File: config.mk
export PLATFORM = sky130hd
export DESIGN_NAME = context_switch_engine
export DESIGN_NICKNAME = d
export VERILOG_FILES = /design/src/rtl/context_switch_engine.sv
export SDC_FILE = /design/constraint.sdc
export NUM_CORES = 1
export LEC_CHECK = 0
export ABC_AREA = 1
export BUFFER_PORTS_ARGS = -buffer_cell sky130_fd_sc_hd__buf_2
export CAP_MARGIN = 30
export CORE_ASPECT_RATIO = 0.6
export CORE_MARGIN = 5
export CORE_UTILIZATION = 34
export CTS_CLUSTER_SIZE = 10
export DETAILED_ROUTE_END_ITERATION = 10
export PLACE_DENSITY = 0.77
export SLEW_MARGIN = 20
export SYNTH_ARGS = -nofsm -noshare
export SYNTH_HDL_FRONTEND = slang
export SYNTH_SLANG_ARGS = --single-unit
export TNS_END_PERCENT = 50
File: constraint.sdc
create_clock -name Slow_Clock -period 1.5 [get_ports Slow_Clock]
set_clock_uncertainty 0.15 [all_clocks]
set_input_delay 0.45 -clock Slow_Clock [delete_from_list [all_inputs] [get_ports Slow_Clock]]
set_output_delay 0.45 -clock Slow_Clock [all_outputs]
set_load 0.02 [all_outputs]
File: src/rtl/context_switch_engine.sv
// Bulk register-bank <-> memory mover for OS context switches (SAVE / RESTORE of one 64-word frame).
// Optional frame checksum in word 0 is enabled by defining CTX_CHECKSUM_EN.
module context_switch_engine #(
  parameter int FIRST_REG  = 1,
  parameter int LAST_REG   = 63,
  parameter int CTX_WIDTH  = 4,
  parameter int ADDR_WIDTH = 10
) (
  input  logic                  Slow_Clock,
  input  logic                  Reset,
  input  logic                  Start_Save,
  input  logic                  Start_Restore,
  input  logic [CTX_WIDTH-1:0]  Ctx_Id,
  output logic                  Busy,
  output logic                  Done,
  output logic [5:0]            Reg_Sel,
  input  logic [31:0]           Reg_Data,
  output logic                  Reg_Write,
  output logic [5:0]            Reg_Wr_Sel,
  output logic [31:0]           Reg_Wr_Data,
  output logic [ADDR_WIDTH-1:0] Mem_Addr,
  output logic                  Mem_Write,
  output logic [31:0]           Mem_Data_Out,
  input  logic [31:0]           Mem_Data_In,
  output logic                  Ctx_Error
);

  typedef enum logic [2:0] {S_IDLE, S_SAVE, S_RESTORE, S_DRAIN, S_DONE, S_CKSUM} state_t;

  localparam logic [5:0] FIRST = 6'(FIRST_REG);
  localparam logic [5:0] LAST  = 6'(LAST_REG);
`ifdef CTX_CHECKSUM_EN
  localparam logic [5:0] RST_START = 6'd0;  // restore fetches the checksum word first
`else
  localparam logic [5:0] RST_START = FIRST;
`endif

  state_t               state_q, state_d;
  logic [5:0]           idx_q, idx_d, prev_q, prev_d;
  logic                 pend_q, pend_d, wr_stage;
  logic [CTX_WIDTH-1:0] ctx_q, ctx_d;
`ifdef CTX_CHECKSUM_EN
  logic [31:0]          xor_q, xor_d, ck_q, ck_d;
  logic                 err_q, err_d;
`endif

  always_ff @(posedge Slow_Clock) begin
    if (Reset) begin
      state_q <= S_IDLE;
      idx_q   <= '0;
      prev_q  <= '0;
      pend_q  <= 1'b0;
      ctx_q   <= '0;
`ifdef CTX_CHECKSUM_EN
      xor_q   <= '0;
      ck_q    <= '0;
      err_q   <= 1'b0;
`endif
    end else begin
      state_q <= state_d;
      idx_q   <= idx_d;
      prev_q  <= prev_d;
      pend_q  <= pend_d;
      ctx_q   <= ctx_d;
`ifdef CTX_CHECKSUM_EN
      xor_q   <= xor_d;
      ck_q    <= ck_d;
      err_q   <= err_d;
`endif
    end
  end

  always_comb begin
    state_d      = state_q;
    idx_d        = idx_q;
    prev_d       = prev_q;
    pend_d       = pend_q;
    ctx_d        = ctx_q;
    wr_stage     = 1'b0;
    Busy         = 1'b0;
    Done         = 1'b0;
    Reg_Sel      = '0;
    Reg_Write    = 1'b0;
    Reg_Wr_Sel   = '0;
    Reg_Wr_Data  = '0;
    Mem_Addr     = '0;
    Mem_Write    = 1'b0;
    Mem_Data_Out = '0;
`ifdef CTX_CHECKSUM_EN
    xor_d        = xor_q;
    ck_d         = ck_q;
    err_d        = err_q;
`endif
    case (state_q)
      S_IDLE: begin
        if (Start_Save || Start_Restore) begin
          ctx_d   = Ctx_Id;
          pend_d  = 1'b0;
          idx_d   = Start_Save ? FIRST : RST_START;
          state_d = Start_Save ? S_SAVE : S_RESTORE;
`ifdef CTX_CHECKSUM_EN
          xor_d   = '0;
          err_d   = 1'b0;
`endif
        end
      end
      S_SAVE: begin
        Busy         = 1'b1;
        Reg_Sel      = idx_q;
        Mem_Write    = 1'b1;
        Mem_Data_Out = Reg_Data;
        Mem_Addr[CTX_WIDTH+5:0] = {ctx_q, idx_q};
        idx_d        = idx_q + 6'd1;
`ifdef CTX_CHECKSUM_EN
        xor_d        = xor_q ^ Reg_Data;
        if (idx_q == LAST) state_d = S_CKSUM;
`else
        if (idx_q == LAST) state_d = S_DONE;
`endif
      end
      S_CKSUM: begin
        Busy      = 1'b1;
        Mem_Write = 1'b1;
`ifdef CTX_CHECKSUM_EN
        Mem_Data_Out = xor_q;
`endif
        Mem_Addr[CTX_WIDTH+5:0] = {ctx_q, 6'd0};
        state_d   = S_DONE;
      end
      S_RESTORE: begin
        Busy     = 1'b1;
        wr_stage = 1'b1;
        Mem_Addr[CTX_WIDTH+5:0] = {ctx_q, idx_q};
        pend_d   = 1'b1;
        prev_d   = idx_q;
        idx_d    = (idx_q == 6'd0) ? FIRST : idx_q + 6'd1;
        if (idx_q == LAST) state_d = S_DRAIN;
      end
      S_DRAIN: begin
        Busy     = 1'b1;
        wr_stage = 1'b1;
        pend_d   = 1'b0;
        state_d  = S_DONE;
      end
      S_DONE: begin
        Done    = 1'b1;
        state_d = S_IDLE;
      end
      default: state_d = S_IDLE;
    endcase

    // Write-back half of the restore pipeline: data for the previously issued index.
    if (wr_stage && pend_q) begin
      if (prev_q != 6'd0) begin
        Reg_Write   = 1'b1;
        Reg_Wr_Sel  = prev_q;
        Reg_Wr_Data = Mem_Data_In;
`ifdef CTX_CHECKSUM_EN
        xor_d       = xor_q ^ Mem_Data_In;
`endif
      end
`ifdef CTX_CHECKSUM_EN
      else ck_d = Mem_Data_In;
`endif
    end
`ifdef CTX_CHECKSUM_EN
    if (state_q == S_DRAIN) err_d = (xor_d != ck_q);
`endif
  end

`ifdef CTX_CHECKSUM_EN
  assign Ctx_Error = err_q;
`else
  assign Ctx_Error = 1'b0;
`endif

endmodule

==> results.sh <==
export IMPL_syn_area_um2=1740
export IMPL_rsz0062_at_grt="yes"
export IMPL_drc=0
export IMPL_fp_row_count=20
export IMPL_initial_core_util=0.348
export IMPL_die_area_um2=6690
export IMPL_dpl_cell_count=562
export IMPL_die_h_um=65.4
export IMPL_crit_path_max_incr_delay_ps=370
export IMPL_drv_slew=0
export IMPL_antenna_cells=0
export IMPL_drv_cap=0
export IMPL_die_w_um=102
export IMPL_synth_avg_cell_area_um2=5.50
export IMPL_ys_types=30
export IMPL_critPathKind="flop to output port"
export IMPL_final_cell_count_no_fill=574
export IMPL_clk_pin_slew_ps=80
export IMPL_drt_iter0_drc=198
export IMPL_hold_buffers=0
export IMPL_critPathLaunchType="flop"
export IMPL_grt_pass1_vias=2683
export IMPL_setup_viol=94
export IMPL_crit_chain="inv_4, nand2_4, nor2_4, inv_6, clkbuf_16, nor2_2, buf_4"
export IMPL_worstSkewPairLatency_ps=260
export IMPL_hold_viol=0
export IMPL_grt_pass1_wl_mm=12.1
export IMPL_min_from="Ctx_Id[3]"
export IMPL_ir_drop_mv=0.973
export IMPL_synth_xor_area_share=0
export IMPL_yosys_area_share_simple=0.400
export IMPL_wirelength_mm=8.39
export IMPL_worstReg2RegStart="state_q[1]$_SDFFE_PP0P_"
export IMPL_internal_power_mw=2.62
export IMPL_cts_max_level=1
export IMPL_dr_pass1_iters=4
export IMPL_cts_tree="yes"
export IMPL_fin_crit_ps=2060
export IMPL_synth_cells=316
export IMPL_synth_seq_cells=20
export IMPL_switching_share=0.485
export IMPL_yosysWarnings=0
export IMPL_area_delta_synth_final_pct=136
export IMPL_worstPathArrival_ps=1460
export IMPL_port_buffers=161
export IMPL_cts_sinks=20
export IMPL_hold_path_class="input pin to flop"
export IMPL_status="finished, violations left"
export IMPL_critical_path_required_ps=900
export IMPL_place_ws_ps=-260
export IMPL_clockRootBuffer="clkbuf_8"
export IMPL_leakage_nw=2.12
export IMPL_hpwl_mm=5.50
export IMPL_p_switching_mw=2.47
export IMPL_fin_crit_sh=1.37
export IMPL_power_frac_comb=0.754
export IMPL_nets=583
export IMPL_grt_max_degree=18
export IMPL_cts_made_buffers=3
export IMPL_antenna_found_initial=0
export IMPL_wl_per_cell_um=14.6
export IMPL_via_count=2639
export IMPL_synthAdderAreaFrac=0.0144
export IMPL_clock_path_buffers=2
export IMPL_ys_seq_area_frac=0.230
export IMPL_grtUsageTotal=0.222
export IMPL_syn_nets=390
export IMPL_p_seq_frac=0.163
export IMPL_drive_gt1_frac=0.624
export IMPL_num_io_pins=163
export IMPL_synth_area_leader_cell="dfxtp_1"
export IMPL_violations="negative setup slack"
export IMPL_synth_area_top_cells="dfxtp_1 (23%), nor2_1 (20%), inv_1 (19%)"
export IMPL_crit_path_top_delay_cell="dfxtp_4"
export IMPL_synthMuxAreaShare=0
export IMPL_pwr_share_clk=0.083
export IMPL_worstSetupEndpointType="output port"
export IMPL_worstSetupStartpoint="state_q[1]$_SDFFE_PP0P_"
export IMPL_gp_congestion=0.873
export IMPL_synth_compound_area_share=0.103
export IMPL_cp_max_fo=8
export IMPL_setup_ws_ps=-557
export IMPL_power_density_nw_per_um2=1240
export IMPL_synth_top_area_share=0.230
export IMPL_core_um2=5000
export IMPL_timing_fmax_mhz=486
export IMPL_vias_per_cell=4.60
export IMPL_grt_overflow=0
export IMPL_synth_top_family_by_area="simple AND/OR/NAND/NOR gates"
export IMPL_ant_nets=0
-- per-layer routing --
layer	part of all wire	up-vias	global-route usage	wire length (um)
met1	0.36	1204	0.255	3040
met5	0	-	0	0
li1	-	1292	-	-
met4	0.0093	0	0.0458	78
met3	0.099	10	0.0732	828
met2	0.53	133	0.402	4440
-- registers in the layout, indices dropped and copies added, names as in the netlist --
signal   cells
idx_q        6
pend_q       1
state_q      3
ctx_q        4
prev_q       6
-- cells by family (layout without fill, tap and decap cells) --
family,count (synthesis),count (layout)
AO/OA/AOI/OAI,33,33
flip-flops,20,20
adder cells (fa/ha/maj),2,2
other,1,1
buffers and inverters,106,298
AND/OR/NAND/NOR,154,154
-- synth_stat cells --
master    count
nand3b_1      1
nand2_1      24
nand3_2       2
and2_1        1
ha_1          2
buf_6         1
a21oi_2       1
clkbuf_2      1
buf_8         1
nor3_1        1
nand2_2       3
o21ai_1       4
nor2_1       91
conb_1        1
buf_4         2
nand3b_2      1
inv_2         6
inv_1        87
nand4_1       3
dfxtp_1      20
nor2_2       13
nand3_1      11
buf_2         6
o21a_1        4
a21oi_1      18
o21ai_0       6
nor2_4        2
inv_4         1
clkbuf_1      1
nand3_4       1
-- worst max-delay path, delay by kind of cell (launching register included) --
kind                   cells  cell delay [ps]
buffers and inverters      4              470
DFF                        1              370
and+or+nand+nor            3              330
-- final cells by class --
| class | count | area [um^2] |
|---|---|---|
| clock buffers | 4 | 55.1 |
| flip-flops and latches | 20 | 414 |
| inverters | 94 | 370 |
| fillers | 331 | 901 |
| repair buffers | 200 | 1760 |
| well taps | 66 | 82.6 |
| multi-input cells | 190 | 1420 |
-- worst paths after layout --
check / end / cells past startpoint / slack, ps
setup / recovery: Mem_Data_Out[1] / 7 / -560
hold / removal: ctx_q[3]$_SDFFE_PP0P_ / 2 / 240
setup reg to reg: idx_q[5]$_SDFFE_PP0P_ / 11 / -70
hold reg to reg: pend_q$_SDFFE_PP0P_ / 2 / 330
-- power by group through the flow --
stage / Combinational (mW) / Clock [mW] / Sequential [mW]
2_1_floorplan: 1.87 / 0 / 0.776
4_1_cts: 3.55 / 0.428 / 0.812
3_5_place_dp: 2.73 / 0 / 0.802
6_report: 3.84 / 0.423 / 0.831
5_1_grt: 4.08 / 0.463 / 0.848
3_3_place_gp: 2.68 / 0 / 0.793
-- cell usage in the layout (no fill, tap or decap), types with 4 or more instances in the layout --
master     Yosys  layout
a21oi_1       18      18
buf_12         0       4
buf_2          6      72
buf_4          2      43
buf_6          1      75
clkbuf_16      0       4
clkbuf_8       0       4
dfxtp_1       20      13
dfxtp_2        0       5
inv_1         87      86
nand2_1       24      20
nand2_2        3       4
nand3_1       11      11
nor2_1        91      22
nor2_2        13      20
nor2_4         2      64
o21a_1         4       4
o21ai_0        6       6
o21ai_1        4       4
-- repair_timing --
item | CTS | global route
setup endpoints to repair | 94 | 103
gates resized for setup | 162 | 70
endpoints found under the hold margin | 0 | 0
pin swaps | 7 | 4
setup buffers | 2 | 0
cloned | 2 | 4
-- stage by stage --
step	util	setup TNS (ps)	cell area [um^2]	total power, mW	hold WS [ps]
final	0.820	-42650	4100	5.09	240
after global routing	0.820	-48440	4100	5.39	239
after CTS	0.756	-40680	3780	4.79	238
after detailed placement	0.630	-17900	3150	3.54	316
after global placement	0.630	-16330	3150	3.47	309
after floorplan	-	-17600	2100	2.64	294
Note: power is estimated with default switching activity, not from simulation.
